File: config.mk
export PLATFORM = sky130hd
export DESIGN_NAME = debug_step_ctrl_flat
export DESIGN_NICKNAME = d
export VERILOG_FILES = /design/src/rtl/debug_step_ctrl_pkg.sv /design/src/rtl/debug_step_ctrl_if.sv /design/src/rtl/debug_step_ctrl_classifier.sv /design/src/rtl/debug_step_ctrl.sv /design/src/flat_wrapper.sv
export SDC_FILE = /design/constraint.sdc
export NUM_CORES = 1
export LEC_CHECK = 0
export CAP_MARGIN = 20
export CORE_UTILIZATION = 40
export CTS_CLUSTER_DIAMETER = 100
export CTS_CLUSTER_SIZE = 10
export DETAILED_ROUTE_END_ITERATION = 10
export PLACE_DENSITY = 0.72
export SETUP_SLACK_MARGIN = 0.4
export SLEW_MARGIN = 25
export SYNTH_ARGS = -nofsm -noshare
export SYNTH_HDL_FRONTEND = slang
export SYNTH_SLANG_ARGS = --single-unit
export TNS_END_PERCENT = 30
File: constraint.sdc
create_clock -name clk -period 5.7 [get_ports clk]
set_clock_uncertainty 0.1 [all_clocks]
set_input_delay 1.425 -clock clk [delete_from_list [all_inputs] [get_ports clk]]
set_output_delay 1.425 -clock clk [all_outputs]
set_load 0.02 [all_outputs]
File: src/rtl/debug_step_ctrl_pkg.sv
// Shared types and constants for the debug stepping/trace controller.
// Build option: DEBUG_BRANCH_FOLLOW_EN (uses branchOffset for B/BL targets).
package debug_step_ctrl_pkg;

   typedef enum logic [2:0] {
      CLS_OTHER = 3'd0,
      CLS_MOV   = 3'd1,
      CLS_STR   = 3'd2,
      CLS_LDR   = 3'd3,
      CLS_ADD   = 3'd4,
      CLS_SUB   = 3'd5,
      CLS_AND   = 3'd6,
      CLS_BR    = 3'd7
   } iclass_e;

   typedef enum logic [1:0] {
      ST_IDLE     = 2'd0,
      ST_RUN_N    = 2'd1,
      ST_RUN_BP   = 2'd2,
      ST_RUN_FREE = 2'd3
   } state_e;

   localparam logic [1:0] MODE_STEP     = 2'd0;
   localparam logic [1:0] MODE_RUN_N    = 2'd1;
   localparam logic [1:0] MODE_RUN_BP   = 2'd2;
   localparam logic [1:0] MODE_RUN_FREE = 2'd3;

   // Matched against instr[31:20]; '?' bits are don't-care under casez.
   localparam logic [11:0] OP_MOV = 12'hE3A;
   localparam logic [11:0] OP_STR = 12'hE58;
   localparam logic [11:0] OP_LDR = 12'hE59;
   localparam logic [11:0] OP_ADD = 12'hE08;
   localparam logic [11:0] OP_SUB = 12'hE04;
   localparam logic [11:0] OP_AND = 12'hE00;
   localparam logic [11:0] OP_BR  = 12'b1110_101?_????;

   function automatic logic signed [31:0] branchOffset(input logic [31:0] instr);
      return $signed({{6{instr[23]}}, instr[23:0], 2'b00});
   endfunction

endpackage

File: src/rtl/debug_step_ctrl_if.sv
// Control/status bundle between the switch/debouncer side and the step controller.
interface debug_step_ctrl_if
   import debug_step_ctrl_pkg::*;
#(
   parameter int PC_W  = 32,
   parameter int CNT_W = 16,
   parameter int DEPTH = 8
);
   localparam int AW = (DEPTH > 1) ? $clog2(DEPTH) : 1;

   logic              step_pulse;
   logic              run_pulse;
   logic [1:0]        mode;
   logic [CNT_W-1:0]  run_count;
   logic [PC_W-1:0]   bp_addr;
   logic              bp_en;
   logic [31:0]       instr;
   logic [PC_W-1:0]   pc;
   logic              adv;
   logic              busy;
   logic              bp_hit;
   iclass_e           instr_class;
   logic [CNT_W-1:0]  step_count;
   logic [AW-1:0]     trace_idx;
   logic [PC_W-1:0]   trace_pc;
   logic              trace_valid;

   modport master (
      output step_pulse, run_pulse, mode, run_count, bp_addr, bp_en, instr, trace_idx,
      input  pc, adv, busy, bp_hit, instr_class, step_count, trace_pc, trace_valid
   );

   modport slave (
      input  step_pulse, run_pulse, mode, run_count, bp_addr, bp_en, instr, trace_idx,
      output pc, adv, busy, bp_hit, instr_class, step_count, trace_pc, trace_valid
   );

endinterface

File: src/rtl/debug_step_ctrl_classifier.sv
// Combinational instruction classifier; also reused by the HEX4/HEX5 mnemonic driver.
module debug_step_ctrl_classifier
   import debug_step_ctrl_pkg::*;
(
   input  logic [31:0] instr_i,
   output iclass_e     iclass_o
);

   logic unusedLowBits;
   assign unusedLowBits = ^instr_i[19:0];

   // First match in package order wins.
   always_comb begin
      iclass_o = CLS_OTHER;
      casez (instr_i[31:20])
         OP_MOV:  iclass_o = CLS_MOV;
         OP_STR:  iclass_o = CLS_STR;
         OP_LDR:  iclass_o = CLS_LDR;
         OP_ADD:  iclass_o = CLS_ADD;
         OP_SUB:  iclass_o = CLS_SUB;
         OP_AND:  iclass_o = CLS_AND;
         OP_BR:   iclass_o = CLS_BR;
         default: iclass_o = CLS_OTHER;
      endcase
   end

endmodule

File: src/rtl/debug_step_ctrl.sv
// Fetch-PC sequencer with step/run-N/run-to-breakpoint/free-run modes and PC history.
// Build option: DEBUG_BRANCH_FOLLOW_EN makes advances on B/BL follow the branch target.
module debug_step_ctrl
   import debug_step_ctrl_pkg::*;
#(
   parameter int PC_W     = 32,
   parameter int CNT_W    = 16,
   parameter int RATE_DIV = 25_000_000,
   parameter int DEPTH    = 8
)
(
   input  logic              clk,
   input  logic              rst_n,
   debug_step_ctrl_if.slave  dbg
);

   localparam int AW = (DEPTH > 1) ? $clog2(DEPTH) : 1;
   localparam int RW = (RATE_DIV > 1) ? $clog2(RATE_DIV) : 1;
   localparam logic [RW-1:0] RATE_LAST = RW'(RATE_DIV - 1);
   localparam logic [AW:0]   FILL_MAX  = (AW+1)'(DEPTH);

   state_e            state_q;
   logic [PC_W-1:0]   pc_q;
   logic [PC_W-1:0]   pc_d;
   logic              adv_q;
   logic              bp_hit_q;
   logic [CNT_W-1:0]  step_count_q;
   logic [CNT_W-1:0]  remain_q;
   logic [RW-1:0]     rate_q;
   logic [AW-1:0]     wptr_q;
   logic [AW:0]       fill_q;
   logic [PC_W-1:0]   tbuf_q [DEPTH];

   iclass_e           iclass;
   logic              running;
   logic              tick;
   logic              abort;
   logic              bpStop;
   logic              advance;
   logic [AW-1:0]     rdIdx;

   debug_step_ctrl_classifier u_classifier (
      .instr_i  (dbg.instr),
      .iclass_o (iclass)
   );

   always_comb begin
      pc_d = pc_q + PC_W'(4);
`ifdef DEBUG_BRANCH_FOLLOW_EN
      if (iclass == CLS_BR) begin
         pc_d = pc_q + PC_W'(8) + PC_W'(branchOffset(dbg.instr));
      end
`endif
   end

   assign running = (state_q != ST_IDLE);
   assign tick    = (rate_q == RATE_LAST);
   assign abort   = running && (dbg.step_pulse || dbg.run_pulse);
   assign bpStop  = dbg.bp_en && (((pc_d ^ dbg.bp_addr) & ~PC_W'(3)) == '0);
   assign advance = running ? (tick && !abort) : dbg.step_pulse;

   // Abort in a run state takes priority over a tick landing on the same edge.
   always_ff @(posedge clk or negedge rst_n) begin
      if (!rst_n) begin
         state_q      <= ST_IDLE;
         pc_q         <= '0;
         adv_q        <= 1'b0;
         bp_hit_q     <= 1'b0;
         step_count_q <= '0;
         remain_q     <= '0;
         rate_q       <= '0;
         wptr_q       <= '0;
         fill_q       <= '0;
         for (int i = 0; i < DEPTH; i++) begin
            tbuf_q[i] <= '0;
         end
      end else begin
         adv_q <= advance;
         if (advance) begin
            pc_q           <= pc_d;
            tbuf_q[wptr_q] <= pc_q;
            wptr_q         <= wptr_q + AW'(1);
            step_count_q   <= step_count_q + CNT_W'(1);
            if (fill_q != FILL_MAX) begin
               fill_q <= fill_q + (AW+1)'(1);
            end
         end
         case (state_q)
            ST_IDLE: begin
               if (dbg.step_pulse) begin
                  bp_hit_q <= 1'b0;
               end else if (dbg.run_pulse && (dbg.mode != MODE_STEP)) begin
                  bp_hit_q <= 1'b0;
                  rate_q   <= '0;
                  case (dbg.mode)
                     MODE_RUN_N: begin
                        if (dbg.run_count != '0) begin
                           remain_q <= dbg.run_count;
                           state_q  <= ST_RUN_N;
                        end
                     end
                     MODE_RUN_BP: state_q <= ST_RUN_BP;
                     default:     state_q <= ST_RUN_FREE;
                  endcase
               end
            end
            default: begin
               if (abort) begin
                  state_q <= ST_IDLE;
               end else if (tick) begin
                  rate_q <= '0;
                  if (bpStop) begin
                     bp_hit_q <= 1'b1;
                     state_q  <= ST_IDLE;
                  end else if ((state_q == ST_RUN_N) && (remain_q == CNT_W'(1))) begin
                     state_q <= ST_IDLE;
                  end
                  if (state_q == ST_RUN_N) begin
                     remain_q <= remain_q - CNT_W'(1);
                  end
               end else begin
                  rate_q <= rate_q + RW'(1);
               end
            end
         endcase
      end
   end

   // Index 0 is the most recently pushed PC; power-of-two depth makes the wrap free.
   assign rdIdx = wptr_q - AW'(1) - dbg.trace_idx;

   assign dbg.pc          = pc_q;
   assign dbg.adv         = adv_q;
   assign dbg.busy        = running;
   assign dbg.bp_hit      = bp_hit_q;
   assign dbg.instr_class = iclass;
   assign dbg.step_count  = step_count_q;
   assign dbg.trace_pc    = tbuf_q[rdIdx];
   assign dbg.trace_valid = ({1'b0, dbg.trace_idx} < fill_q);

endmodule
File: src/flat_wrapper.sv
// flat-port wrapper written by rule: the top's interface ports become plain ports
module debug_step_ctrl_flat import debug_step_ctrl_pkg::*;
#(
   parameter int PC_W     = 32,
   parameter int CNT_W    = 16,
   parameter int RATE_DIV = 25_000_000,
   parameter int DEPTH    = 8
)
  (clk, rst_n, dbg_step_pulse, dbg_run_pulse, dbg_mode, dbg_run_count, dbg_bp_addr, dbg_bp_en, dbg_instr, dbg_trace_idx, dbg_pc, dbg_adv, dbg_busy, dbg_bp_hit, dbg_instr_class, dbg_step_count, dbg_trace_pc, dbg_trace_valid);
  debug_step_ctrl_if #(.PC_W(PC_W), .CNT_W(CNT_W), .DEPTH(DEPTH)) dbg_i ();
  input  logic clk;
  input  logic rst_n;
  input wire logic [$bits(dbg_i.step_pulse)-1:0] dbg_step_pulse;
  input wire logic [$bits(dbg_i.run_pulse)-1:0] dbg_run_pulse;
  input wire logic [$bits(dbg_i.mode)-1:0] dbg_mode;
  input wire logic [$bits(dbg_i.run_count)-1:0] dbg_run_count;
  input wire logic [$bits(dbg_i.bp_addr)-1:0] dbg_bp_addr;
  input wire logic [$bits(dbg_i.bp_en)-1:0] dbg_bp_en;
  input wire logic [$bits(dbg_i.instr)-1:0] dbg_instr;
  input wire logic [$bits(dbg_i.trace_idx)-1:0] dbg_trace_idx;
  output wire logic [$bits(dbg_i.pc)-1:0] dbg_pc;
  output wire logic [$bits(dbg_i.adv)-1:0] dbg_adv;
  output wire logic [$bits(dbg_i.busy)-1:0] dbg_busy;
  output wire logic [$bits(dbg_i.bp_hit)-1:0] dbg_bp_hit;
  output wire logic [$bits(dbg_i.instr_class)-1:0] dbg_instr_class;
  output wire logic [$bits(dbg_i.step_count)-1:0] dbg_step_count;
  output wire logic [$bits(dbg_i.trace_pc)-1:0] dbg_trace_pc;
  output wire logic [$bits(dbg_i.trace_valid)-1:0] dbg_trace_valid;
  assign dbg_i.step_pulse = dbg_step_pulse;
  assign dbg_i.run_pulse = dbg_run_pulse;
  assign dbg_i.mode = dbg_mode;
  assign dbg_i.run_count = dbg_run_count;
  assign dbg_i.bp_addr = dbg_bp_addr;
  assign dbg_i.bp_en = dbg_bp_en;
  assign dbg_i.instr = dbg_instr;
  assign dbg_i.trace_idx = dbg_trace_idx;
  assign dbg_pc = dbg_i.pc;
  assign dbg_adv = dbg_i.adv;
  assign dbg_busy = dbg_i.busy;
  assign dbg_bp_hit = dbg_i.bp_hit;
  assign dbg_instr_class = dbg_i.instr_class;
  assign dbg_step_count = dbg_i.step_count;
  assign dbg_trace_pc = dbg_i.trace_pc;
  assign dbg_trace_valid = dbg_i.trace_valid;
  debug_step_ctrl #(.PC_W(PC_W), .CNT_W(CNT_W), .RATE_DIV(RATE_DIV), .DEPTH(DEPTH)) u_core (.clk(clk), .rst_n(rst_n), .dbg(dbg_i));
endmodule
==> out/qor.yml, run 1 <==
flow_run:
  maxCapViolations: 0
global_route:
  grt_max_degree: 127
  grt_pass1_vias: 11700
  grt-ovfl-total: 0
  grt.total_usage_pct: 19.3
  grt_pass1_wl_mm: 65.9
  antenna_found_initial: 0
final_layout:
  drive_gt1_share_pct: 23.8
  layout_commonest_cell: "dfrtp_1"
  layout_common_cells: "dfrtp_1 (338), mux2_2 (163), clkdlybuf4s50_1 (117)"
  syn2layout_area_growth_pct: 19.3
  diodes: 0
  fin_nets: 1594
  utilization_pct: 48.3
worst_setup_path:
  crit_fanout: 18
  critPathRequiredTime_ps: 4180
  worstSetupEndpointType: "output pin"
  critical_path_class: "in -> out"
  crit_arrival_ps: 3820
  cp-start-kind: "input pin"
sta:
  slew_violations: 0
  worst_pin_slew_ps: 945
  setup_viol: 0
  finalHoldViolCount: 0
  finalCriticalPeriod_ps: 5350
  setup_ws_ps: 353
  fin_crit_sh_pct: 93.8
  max_freq_mhz: 187
  slew-limit-headroom_pct: 36.4
  tns_ps: 0
  rsz0062_at_grt: "yes"
clock_tree:
  clk_pin_slew_worst_paths_ps: 50
  cts_tree: "yes"
  clk_latency_ps: 530
  numClockSinks: 338
  clockRootBuffer: "clkbuf_16"
  htree_levels: 2
  ctsHoldBuffers: 0
  numCtsBuffers: 39
  clockBufferDepth: 3
routing:
  dr.first_iter.drc_count: 655
  vias: 11300
  met3_length_mm: 2.05
  drc: 0
  first_pass_iters: 5
  via_per_inst: 5.56
  wl_per_cell_um: 20.2
  route.met2.wl_mm: 20.4
  totalWireLength_mm: 41.1
  drt-met1-wl_mm: 18.0
  dr.max_layer_used: "met4"
  final_antenna_net_count: 0
pwr:
  internal_power_uw: 5540
  leakage_uw: 0.00918
  combPwrFrac_pct: 36.4
  netSwitchingPower_uw: 2850
  p_sw_share_pct: 33.9
  powerDensity_nw_per_um2: 414
  clkPwrFrac_pct: 25.9
  ir_worst_vdd_uv: 219
  pwr-share-seq_pct: 37.7
yosys:
  synth_edf_count: 0
  synth_seq_cells: 338
  synth_seq_area_share_pct: 49.8
  yosys_warnings: 0
  syn_avg_cell_area_um2: 12.5
  async_reset_ff_share_pct: 100
  synth_cell_types: 73
  synth_area_um2: 17000
  synth_ff_type: "dfrtp_1"
  syn-instance-count: 1356
placed_design:
  post-place-ws_ps: -492
  gp_congestion: 0.828
  dp_hpwl_mm: 26.7
  io_buffers: 150
floorplanning:
  start_util_pct: 40.5
  rows: 75
  die_w_um: 208
  coreArea_um2: 41900
  fp.dieH_um: 208
  ios: 177
  die-area_um2: 43300
outcome:
  status: "completed"
min_path:
  min_path_type: "reg -> reg"
## flip-flops by register name (all words and copies together) (netlist names)
name / count
u_core.state_q: 2
u_core.tbuf_q: 240
u_core.fill_q: 4
u_core.dbg.pc: 30
u_core.wptr_q: 3
u_core.remain_q: 16
u_core.dbg.bp_hit: 1
u_core.dbg.adv: 1
u_core.rate_q: 25
u_core.dbg.step_count: 16
## cell usage after synthesis (4+ instances only)
cell type / instances / area [µm²]
dfrtp_1: 338 / 8460
nor4_1: 18 / 113
buf_2: 31 / 155
clkbuf_1: 43 / 161
o22ai_1: 4 / 25.0
nor2b_1: 9 / 56.3
and3_1: 14 / 87.6
nand2b_1: 9 / 56.3
xnor2_1: 65 / 569
o31ai_1: 4 / 30.0
mux4_2: 60 / 1350
buf_4: 4 / 30.0
nor2_1: 74 / 278
nor3b_1: 5 / 37.5
inv_1: 20 / 75.1
buf_1: 9 / 33.8
nand2_1: 77 / 289
nand3_1: 38 / 190
mux2_1: 100 / 1130
nand4_1: 22 / 138
xor2_1: 37 / 324
a21oi_1: 26 / 130
buf_6: 8 / 90.1
and4_1: 4 / 35.0
or3_1: 8 / 50.1
nor3_1: 23 / 115
ha_1: 11 / 138
a31o_2: 5 / 43.8
o21ai_0: 51 / 255
mux2_2: 164 / 1850
or2_2: 4 / 25.0
and2_1: 7 / 43.8
## power groups by stage
stage                     clock network, µW  logic [µW]  registers [µW]
after floorplan                           0        1910            3070
after global placement                    0        2870            3170
after detailed placement                  0        2920            3200
after CTS                              2220        3030            3160
after global routing                   2330        3290            3220
final                                  2170        3050            3170
## stage by stage
step	instances	hold WS [ps]	total power [µW]	area, µm²
3_5_place_dp	1981	361	6120	19100
3_3_place_gp	1981	358	6030	19100
2_1_floorplan	1359	345	4980	17000
6_report	2033	366	8390	20300
4_1_cts	2030	372	8420	20200
5_1_grt	2033	391	8840	20300
## cell type report
class,instances,area (µm²)
clock buffers,41,1010
clock inverters,2,25.0
fillers,3604,21700
inverters,21,82.6
multi-input cells,905,8040
flip-flops and latches,338,8460
well taps,539,674
repair buffers,187,1950
## per-layer routing
metal  GRT usage (%)  vias to the layer above
li1                -                     5140
met1            25.6                     5855
met2            32.6                      257
met3            3.74                       57
met4            4.73                        0
met5               0                        -
## timing repair
action / CTS / global route
endpoints found under the hold margin: 0 / 0
setup buffers: 5 / 1
gates cloned: 1 / 1
resized for setup: 63 / 6
pin swaps: 2 / 1
endpoints found under the setup margin: 30 / 30
## final timing paths
check	from	end	slack, ps	depth (start not counted)
hold / removal	u_core.dbg.step_count[15]$_DFFE_PN0P_	u_core.dbg.step_count[15]$_DFFE_PN0P_	370	1
max in group asynchronous	rst_n	u_core.tbuf_q[126]$_DFFE_PN0P_	3570	3
setup / recovery	dbg_trace_idx[0]	dbg_trace_pc[25]	350	12
hold reg to reg	u_core.dbg.step_count[15]$_DFFE_PN0P_	u_core.dbg.step_count[15]$_DFFE_PN0P_	370	1
setup reg to reg	u_core.dbg.pc[2]$_DFFE_PN0P_	u_core.dbg.bp_hit$_DFFE_PN0P_	1810	9
min in group asynchronous	rst_n	u_core.tbuf_q[37]$_DFFE_PN0P_	700	1
## kinds of logic after synthesis
group,count (synthesis),synth area share [%]
flops,338,49.8
buf+inv,116,3.24
simple gates,340,10.8
mux,326,25.6
compound gates,121,4.37
fa+ha+maj,12,0.928
other cells,1,0.0221
xor+xnor,102,5.26
## critical path, cell delays in order
cell           delay, ps
buf_4                140
inv_4                 60
ha_4                 120
inv_2                 40
fa_2                 390
xor2_2               170
xnor2_2              170
buf_6                190
buf_12               170
mux4_2               310
mux2_2               300
dlygate4sd2_1        330
(Power assumes the default switching activity.)
==> inputs of run 2 (changes only) <==
--- a/config.mk
+++ b/config.mk
@@ -5,8 +5,8 @@
 export SDC_FILE = /design/constraint.sdc
 export NUM_CORES = 1
 export LEC_CHECK = 0
-export CAP_MARGIN = 20
 export CORE_UTILIZATION = 40
+export CTS_BUF_LIST = sky130_fd_sc_hd__clkbuf_8
 export CTS_CLUSTER_DIAMETER = 100
 export CTS_CLUSTER_SIZE = 10
 export DETAILED_ROUTE_END_ITERATION = 10
==> run 2 against run 1 <==
  * First-iteration DRC count is 10% higher
  * Largest power group unchanged
  * Die area unchanged
  * Final cell count barely moved
  * Worst hold slack better by 2.1 ps
  * Global-route usage fell by 0.27 points
  * Non-clock buffer count up 1
  * Critical path depth down 2
  * Via count is essentially flat
  * Largest cell class unchanged
  * Setup slack worse by 4.2 ps
  * Register-to-register slack better by 40 ps
  * Clock-buffer cell count stayed put
==> out/qor.yml, run 2 (synthesis gave the netlist of run 1 again) <==
outcome:
  status: "completed"  # unchanged
pwr:
  pwr-share-seq_pct: 40.6  # was 37.7%
  ir_worst_vdd_uv: 197  # was 219 µV
  p_sw_share_pct: 35.5  # was 33.9%
  fin_total_pwr_uw: 7760  # was 8390 µW
  powerDensity_nw_per_um2: 391  # was 414 nW/µm²
  combPwrFrac_pct: 40.4  # was 36.4%
  netSwitchingPower_uw: 2760  # was 2850 µW
  leakage_uw: 0.00898  # was 0.00918 µW
  internal_power_uw: 5000  # was 5540 µW
  clkPwrFrac_pct: 19.0  # was 25.9%
global_route:
  use_met3_pct: 3.37  # was 3.74%
  antenna_found_initial: 0  # unchanged
  grtUsageMet1_pct: 25.7  # was 25.6%
  grt_max_degree: 127  # unchanged
  grt.total_usage_pct: 19.0  # was 19.3%
  grt_pass1_vias: 11600  # was 11,700
  grt_pass1_wl_mm: 65.1  # was 65.9 mm
  grt-ovfl-total: 0  # unchanged
  busiest_layer: "met2"  # unchanged
  use_met2_pct: 32.0  # was 32.6%
placed_design:
  gp_congestion: 0.828  # unchanged
  dp_hpwl_mm: 26.7  # unchanged
  post-place-ws_ps: -492  # unchanged
  io_buffers: 150  # unchanged
worst_setup_path:
  cp-start-kind: "input pin"  # unchanged
  critical_path_class: "in -> out"  # unchanged
  crit_fanout: 5  # was 18
  r2r_slack_ps: 1850  # was 1810 ps
  critPathRequiredTime_ps: 4180  # about the same
  worstSetupEndpointType: "output pin"  # unchanged
  crit_arrival_ps: 3830  # was 3820 ps
final_layout:
  layout_common_cells: "dfrtp_1 (338), mux2_2 (163), clkdlybuf4s50_1 (117)"  # unchanged
  fin_nets: 1595  # was 1,594
  top_register: "u_core.tbuf_q"  # unchanged
  drive_gt1_share_pct: 24.1  # was 23.8%
  diodes: 0  # unchanged
  largest_register_ff_count: 240  # unchanged
  syn2layout_area_growth_pct: 16.7  # was 19.3%
  layout_commonest_cell: "dfrtp_1"  # unchanged
routing:
  first_pass_iters: 5  # unchanged
  wl_per_cell_um: 20.0  # was 20.2 µm
  drc: 0  # unchanged
  dr.first_iter.drc_count: 723  # was 655
  final_antenna_net_count: 0  # unchanged
  totalWireLength_mm: 40.7  # was 41.1 mm
  via_per_inst: 5.56  # about the same
  vias: 11300  # about the same
sta:
  setup_viol: 0  # unchanged
  finalHoldViolCount: 0  # unchanged
  finalCriticalPeriod_ps: 5350  # about the same
  slew-limit-headroom_pct: 33.8  # was 36.4%
  setup_ws_ps: 349  # was 353 ps
  tns_ps: 0  # unchanged
  worst_pin_slew_ps: 984  # was 945 ps
  slew_violations: 0  # unchanged
  max_freq_mhz: 187  # about the same
  fin_crit_sh_pct: 93.9  # was 93.8%
  rsz0062_at_grt: "yes"  # unchanged
floorplanning:
  start_util_pct: 40.5  # unchanged
  rows: 75  # unchanged
  die_w_um: 208  # unchanged
  coreArea_um2: 41900  # unchanged
  fp.dieH_um: 208  # unchanged
  die-area_um2: 43300  # unchanged
  ios: 177  # unchanged
clock_tree:
  htree_levels: 2  # unchanged
  cts_tree: "yes"  # unchanged
  numCtsBuffers: 39  # unchanged
  numClockSinks: 338  # unchanged
  ctsHoldBuffers: 0  # unchanged
  clk_pin_slew_worst_paths_ps: 70  # was 50 ps
  clockRootBuffer: "clkbuf_8"  # was clkbuf_16
  clk_latency_ps: 570  # was 530 ps
  clockBufferDepth: 3  # unchanged
min_path:
  min_path_type: "reg -> reg"  # unchanged
flow_run:
  maxCapViolations: 0  # unchanged
[run 2: cell types whose count changed in the layout (fill, tap and decap cells not counted), moves of 2 or more]
cell / change
clkbuf_8: +40
clkbuf_2: +5
dlygate4sd2_1: -5
clkbuf_16: -39
buf_4: -2
buf_2: +2
[run 2: power by group through the flow]
stage	logic [µW]	registers [µW]	clock network [µW]
after floorplan	1910	3070	0
after global placement	2870	3170	0
after detailed placement	2920	3200	0
after CTS	3080	3150	1520
after global routing	3360	3220	1620
final	3130	3150	1470
[run 2: worst paths after layout]
path / start / to / depth (start not counted)
hold / removal: u_core.dbg.step_count[15]$_DFFE_PN0P_ / u_core.dbg.step_count[15]$_DFFE_PN0P_ / 1
min in group asynchronous: rst_n / u_core.tbuf_q[37]$_DFFE_PN0P_ / 1
setup reg to reg: u_core.state_q[1]$_DFFE_PN0P_ / u_core.tbuf_q[19]$_DFFE_PN0P_ / 9
hold reg to reg: u_core.dbg.step_count[15]$_DFFE_PN0P_ / u_core.dbg.step_count[15]$_DFFE_PN0P_ / 1
setup / recovery: dbg_trace_idx[1] / dbg_trace_pc[15] / 10
max in group asynchronous: rst_n / u_core.tbuf_q[90]$_DFFE_PN0P_ / 3
[run 2: repair_timing]
action / in CTS / in global routing
setup buffers: 5 / 0
endpoints found under the setup margin: 30 / 30
pin swaps: 2 / 2
resized for setup: 59 / 15
endpoints found under the hold margin: 0 / 0
cloned: 2 / 2
[run 2: metrics by stage]
stage / util, % / hold slack (ps) / instances / area (µm²)
3_5_place_dp: 45.5 / 361 / 1981 / 19100
2_1_floorplan: - / 345 / 1359 / 17000
6_report: 47.2 / 368 / 2034 / 19800
3_3_place_gp: 45.5 / 358 / 1981 / 19100
5_1_grt: 47.2 / 393 / 2034 / 19800
4_1_cts: 47.1 / 374 / 2031 / 19800
[run 2: critical path: stages]
cell	delay, ps
dlygate4sd2_1	310
fa_2	420
xor2_2	170
xnor2_2	170
buf_6	200
buf_12	120
buf_16	110
mux4_2	280
mux2_2	310
clkdlybuf4s15_1	300
[run 2: layout make-up]
| type | instances | area [µm²] |
|---|---|---|
| inverters | 21 | 80.1 |
| flip-flops and latches | 338 | 8460 |
| clock buffers | 41 | 564 |
| well taps | 539 | 674 |
| repair buffers | 188 | 1980 |
| fillers | 3656 | 22100 |
| multi-input cells | 905 | 8040 |
| clock inverters | 2 | 16.3 |
[run 2: layer usage]
| metal | wire length, µm | part of all wire [%] |
|---|---|---|
| met3 | 1910 | 4.7 |
| met5 | 0 | 0 |
| met2 | 19900 | 49 |
| met1 | 18200 | 45 |
| met4 | 663 | 1.6 |
==> inputs of run 3 (changes only) <==
--- a/config.mk
+++ b/config.mk
@@ -5,6 +5,7 @@
 export SDC_FILE = /design/constraint.sdc
 export NUM_CORES = 1
 export LEC_CHECK = 0
+export CORE_MARGIN = 2
 export CORE_UTILIZATION = 40
 export CTS_BUF_LIST = sky130_fd_sc_hd__clkbuf_8
 export CTS_CLUSTER_DIAMETER = 100
@@ -12,8 +13,9 @@
 export DETAILED_ROUTE_END_ITERATION = 10
 export PLACE_DENSITY = 0.72
 export SETUP_SLACK_MARGIN = 0.4
-export SLEW_MARGIN = 25
+export SLEW_MARGIN = 20
 export SYNTH_ARGS = -nofsm -noshare
 export SYNTH_HDL_FRONTEND = slang
+export SYNTH_HIERARCHICAL = 1
 export SYNTH_SLANG_ARGS = --single-unit
 export TNS_END_PERCENT = 30
==> run 3 against run 2 <==
  * Area after synthesis shrank 0.71%
  * Die area grew 1.2%
  * Critical endpoint is now dbg_trace_pc[2]
  * Register-to-register slack lost 90 ps
  * Setup slack gained 110 ps
==> out/qor.yml, run 3 <==
sta:
  rsz0062_at_grt: "yes"  # unchanged
  slew-limit-headroom_pct: 40.9  # was 33.8%
  tns_ps: 0  # unchanged
  worst_pin_slew_ps: 887  # was 984 ps
  finalCriticalPeriod_ps: 5240  # was 5350 ps
  max_freq_mhz: 191  # was 187 MHz
  setup_viol: 0  # unchanged
  slew_violations: 0  # unchanged
  finalHoldViolCount: 0  # unchanged
  fin_crit_sh_pct: 92.0  # was 93.9%
clock_tree:
  numCtsBuffers: 39  # unchanged
  cts_tree: "yes"  # unchanged
  htree_levels: 2  # unchanged
  numClockSinks: 338  # unchanged
  clk_latency_ps: 590  # was 570 ps
  clockBufferDepth: 3  # unchanged
  clockRootBuffer: "clkbuf_8"  # unchanged
  clk_pin_slew_worst_paths_ps: 70  # about the same
yosys:
  netlist.area_leader.share_pct: 50.2  # was 49.8%
  synth_seq_area_share_pct: 50.2  # was 49.8%
  syn-instance-count: 1374  # was 1,356
  synth_edf_count: 0  # unchanged
  syn_avg_cell_area_um2: 12.3  # was 12.5 µm²
  synth_ff_type: "dfrtp_1"  # unchanged
  synth_seq_cells: 338  # unchanged
  yosys_warnings: 6  # was 0
  yosysMostFrequentCell: "dfrtp_1"  # unchanged
  yosysTopAreaCell: "dfrtp_1"  # unchanged
  synth_area_um2: 16900  # was 17,000 µm²
  synth_cell_types: 69  # was 73
  netlist_top_cells_count: "dfrtp_1 (338), mux2_2 (252), nand2_1 (85), nor2_1 (79), o21ai_0 (65)"  # was dfrtp_1 (338), mux2_2 (164), mux2_1 (100), nand2_1 (77), nor2_1 (74)
  async_reset_ff_share_pct: 100  # unchanged
  synthTopCellsByArea: "dfrtp_1 (50%), mux2_2 (17%), mux4_2 (8.0%), xnor2_1 (2.9%), o21ai_0 (1.9%)"  # was dfrtp_1 (50%), mux2_2 (11%), mux4_2 (8.0%), mux2_1 (6.6%), xnor2_1 (3.4%)
worst_setup_path:
  worstSetupEndpointType: "output pin"  # unchanged
  critPathTopFamily: "buffers and inverters"  # unchanged
  crit_fanout: 16  # was 5
  critPathRequiredTime_ps: 4180  # about the same
  cp-start-kind: "input pin"  # unchanged
  cp_slowest_stage_delay_ps: 420  # about the same
  crit_buf_inv: 4  # was 5
  critical_path_class: "in -> out"  # unchanged
  crit_path_top_delay_cell: "fa_2"  # unchanged
  cp_cell_sequence: "dlygate4sd2_1 -> fa_2 -> xor2_2 -> xnor2_2 -> buf_6 -> buf_12 -> mux4_2 -> mux2_2 -> clkdlybuf4s15_1"  # was dlygate4sd2_1 -> fa_2 -> xor2_2 -> xnor2_2 -> buf_6 -> buf_12 -> buf_16 -> mux4_2 -> mux2_2 -> clkdlybuf4s15_1
  crit_arrival_ps: 3720  # was 3830 ps
pwr:
  combPwrFrac_pct: 42.0  # was 40.4%
  pwr-share-seq_pct: 39.5  # was 40.6%
  internal_power_uw: 4940  # was 5000 µW
  leakage_uw: 0.00884  # was 0.00898 µW
  p_sw_share_pct: 36.2  # was 35.5%
  netSwitchingPower_uw: 2800  # was 2760 µW
  ir_worst_vdd_uv: 244  # was 197 µV
  powerDensity_nw_per_um2: 392  # was 391 nW/µm²
  clkPwrFrac_pct: 18.5  # was 19.0%
global_route:
  use_met3_pct: 4.19  # was 3.37%
  grt.total_usage_pct: 19.4  # was 19.0%
  busiest_layer: "met2"  # unchanged
  grt_max_degree: 115  # was 127
  grtUsageMet1_pct: 26.0  # was 25.7%
  grt-ovfl-total: 0  # unchanged
  grt_pass1_wl_mm: 66.5  # was 65.1 mm
  use_met2_pct: 31.9  # was 32.0%
  antenna_found_initial: 1  # was 0
  grt_pass1_vias: 11800  # was 11,600
final_layout:
  fin_nets: 1616  # was 1,595
  fill_cells: 3736  # was 3,656
  top_register: "u_core/tbuf_q"  # was u_core.tbuf_q
  diodes: 0  # unchanged
  instances_no_fill: 2054  # was 2,034
  layout_commonest_cell: "dfrtp_1"  # unchanged
  fin_area_um2: 19800  # about the same
  layout_common_cells: "dfrtp_1 (338), mux2_2 (247), clkdlybuf4s50_1 (117)"  # was dfrtp_1 (338), mux2_2 (163), clkdlybuf4s50_1 (117)
  drive_gt1_share_pct: 29.7  # was 24.1%
  syn2layout_area_growth_pct: 17.2  # was 16.7%
  largest_register_ff_count: 240  # unchanged
floorplanning:
  coreArea_um2: 41800  # was 41,900 µm²
  start_util_pct: 40.4  # was 40.5%
  die_w_um: 209  # was 208 µm
  die-area_um2: 43800  # was 43,300 µm²
  rows: 75  # unchanged
  ios: 177  # unchanged
  fp.dieH_um: 209  # was 208 µm
min_path:
  min_path_type: "reg -> reg"  # unchanged
routing:
  wl_per_cell_um: 20.4  # was 20.0 µm
  final_antenna_net_count: 0  # unchanged
  first_pass_iters: 9  # was 5
  vias: 11600  # was 11,300
  dr.first_iter.drc_count: 822  # was 723
  via_per_inst: 5.63  # was 5.56
  totalWireLength_mm: 41.9  # was 40.7 mm
  drc: 0  # unchanged
placed_design:
  dpl.cell_count: 2003  # was 1,981
  io_buffers: 150  # unchanged
  dp_hpwl_mm: 27.6  # was 26.7 mm
  gp_congestion: 0.870  # was 0.828
  postPlaceCellArea_um2: 19100  # about the same
flow_run:
  maxCapViolations: 0  # unchanged
outcome:
  status: "completed"  # unchanged
-- run 3: timing repair --
item                                    CTS  global route
endpoints found under the setup margin   30            30
buffers inserted                          3             2
pin swaps                                 2             2
cloned                                    3             1
hold buffers                              0             0
gates resized for setup                 108            26
-- run 3: cell families after synthesis --
family | Yosys count | share of synthesized area [%]
flip-flops | 338 | 50.2
AND/OR/NAND/NOR | 336 | 10.3
multiplexers | 321 | 25.4
AO/OA/AOI/OAI | 157 | 5.48
buffers and inverters | 118 | 2.95
XOR/XNOR | 90 | 4.67
adder cells (fa/ha/maj) | 13 | 0.994
other | 1 | 0.0222
-- run 3: path summary, 6_finish.rpt --
| check | start | endpoint | slack (ps) | cells past startpoint |
|---|---|---|---|---|
| max | dbg_trace_idx[1] | dbg_trace_pc[2] | 460 | 9 |
| min | u_core/dbg.step_count[15]$_DFFE_PN0P_ | u_core/dbg.step_count[15]$_DFFE_PN0P_ | 370 | 1 |
| max reg2reg | u_core/dbg.pc[2]$_DFFE_PN0P_ | u_core/state_q[0]$_DFFE_PN0P_ | 1760 | 10 |
| min reg2reg | u_core/dbg.step_count[15]$_DFFE_PN0P_ | u_core/dbg.step_count[15]$_DFFE_PN0P_ | 370 | 1 |
| max in group asynchronous | rst_n | u_core/tbuf_q[14]$_DFFE_PN0P_ | 3520 | 2 |
| min in group asynchronous | rst_n | u_core/remain_q[8]$_DFFE_PN0P_ | 810 | 1 |
-- run 3: metrics by stage --
step                      utilization [%]  setup slack, ps  total power, µW  hold WS, ps
after floorplan                         -              702             4900          345
after global placement               45.7             -241             5940          359
after detailed placement             45.7             -232             6030          366
after CTS                            47.3              325             7700          375
after global routing                 47.3              391             8180          388
final                                47.3              458             7740          369
-- run 3: layout make-up --
cell class / count / area (µm²) / area share [%]
Sequential cell: 338 / 8460 / 42.8
Multi-Input combinational cell: 921 / 8000 / 40.5
Timing Repair Buffer: 195 / 2000 / 10.1
Tap cell: 539 / 674 / 3.41
Clock buffer: 39 / 537 / 2.72
Inverter: 19 / 71.3 / 0.361
Clock inverter: 3 / 15.0 / 0.0760
-- run 3: power by group through the flow --
stage          sequential, µW  clock, µW  combinational (µW)
2_1_floorplan            2980          0                1910
3_3_place_gp             3070          0                2870
3_5_place_dp             3100          0                2930
4_1_cts                  3050       1490                3150
5_1_grt                  3110       1590                3480
6_report                 3060       1430                3250
-- run 3: metal layers --
layer  vias up  part of all wire, %
li1       5243                    -
met1      5961                   44
met2       288                   48
met3        63                  5.6
met4         2                  2.2
met5         -                0.031
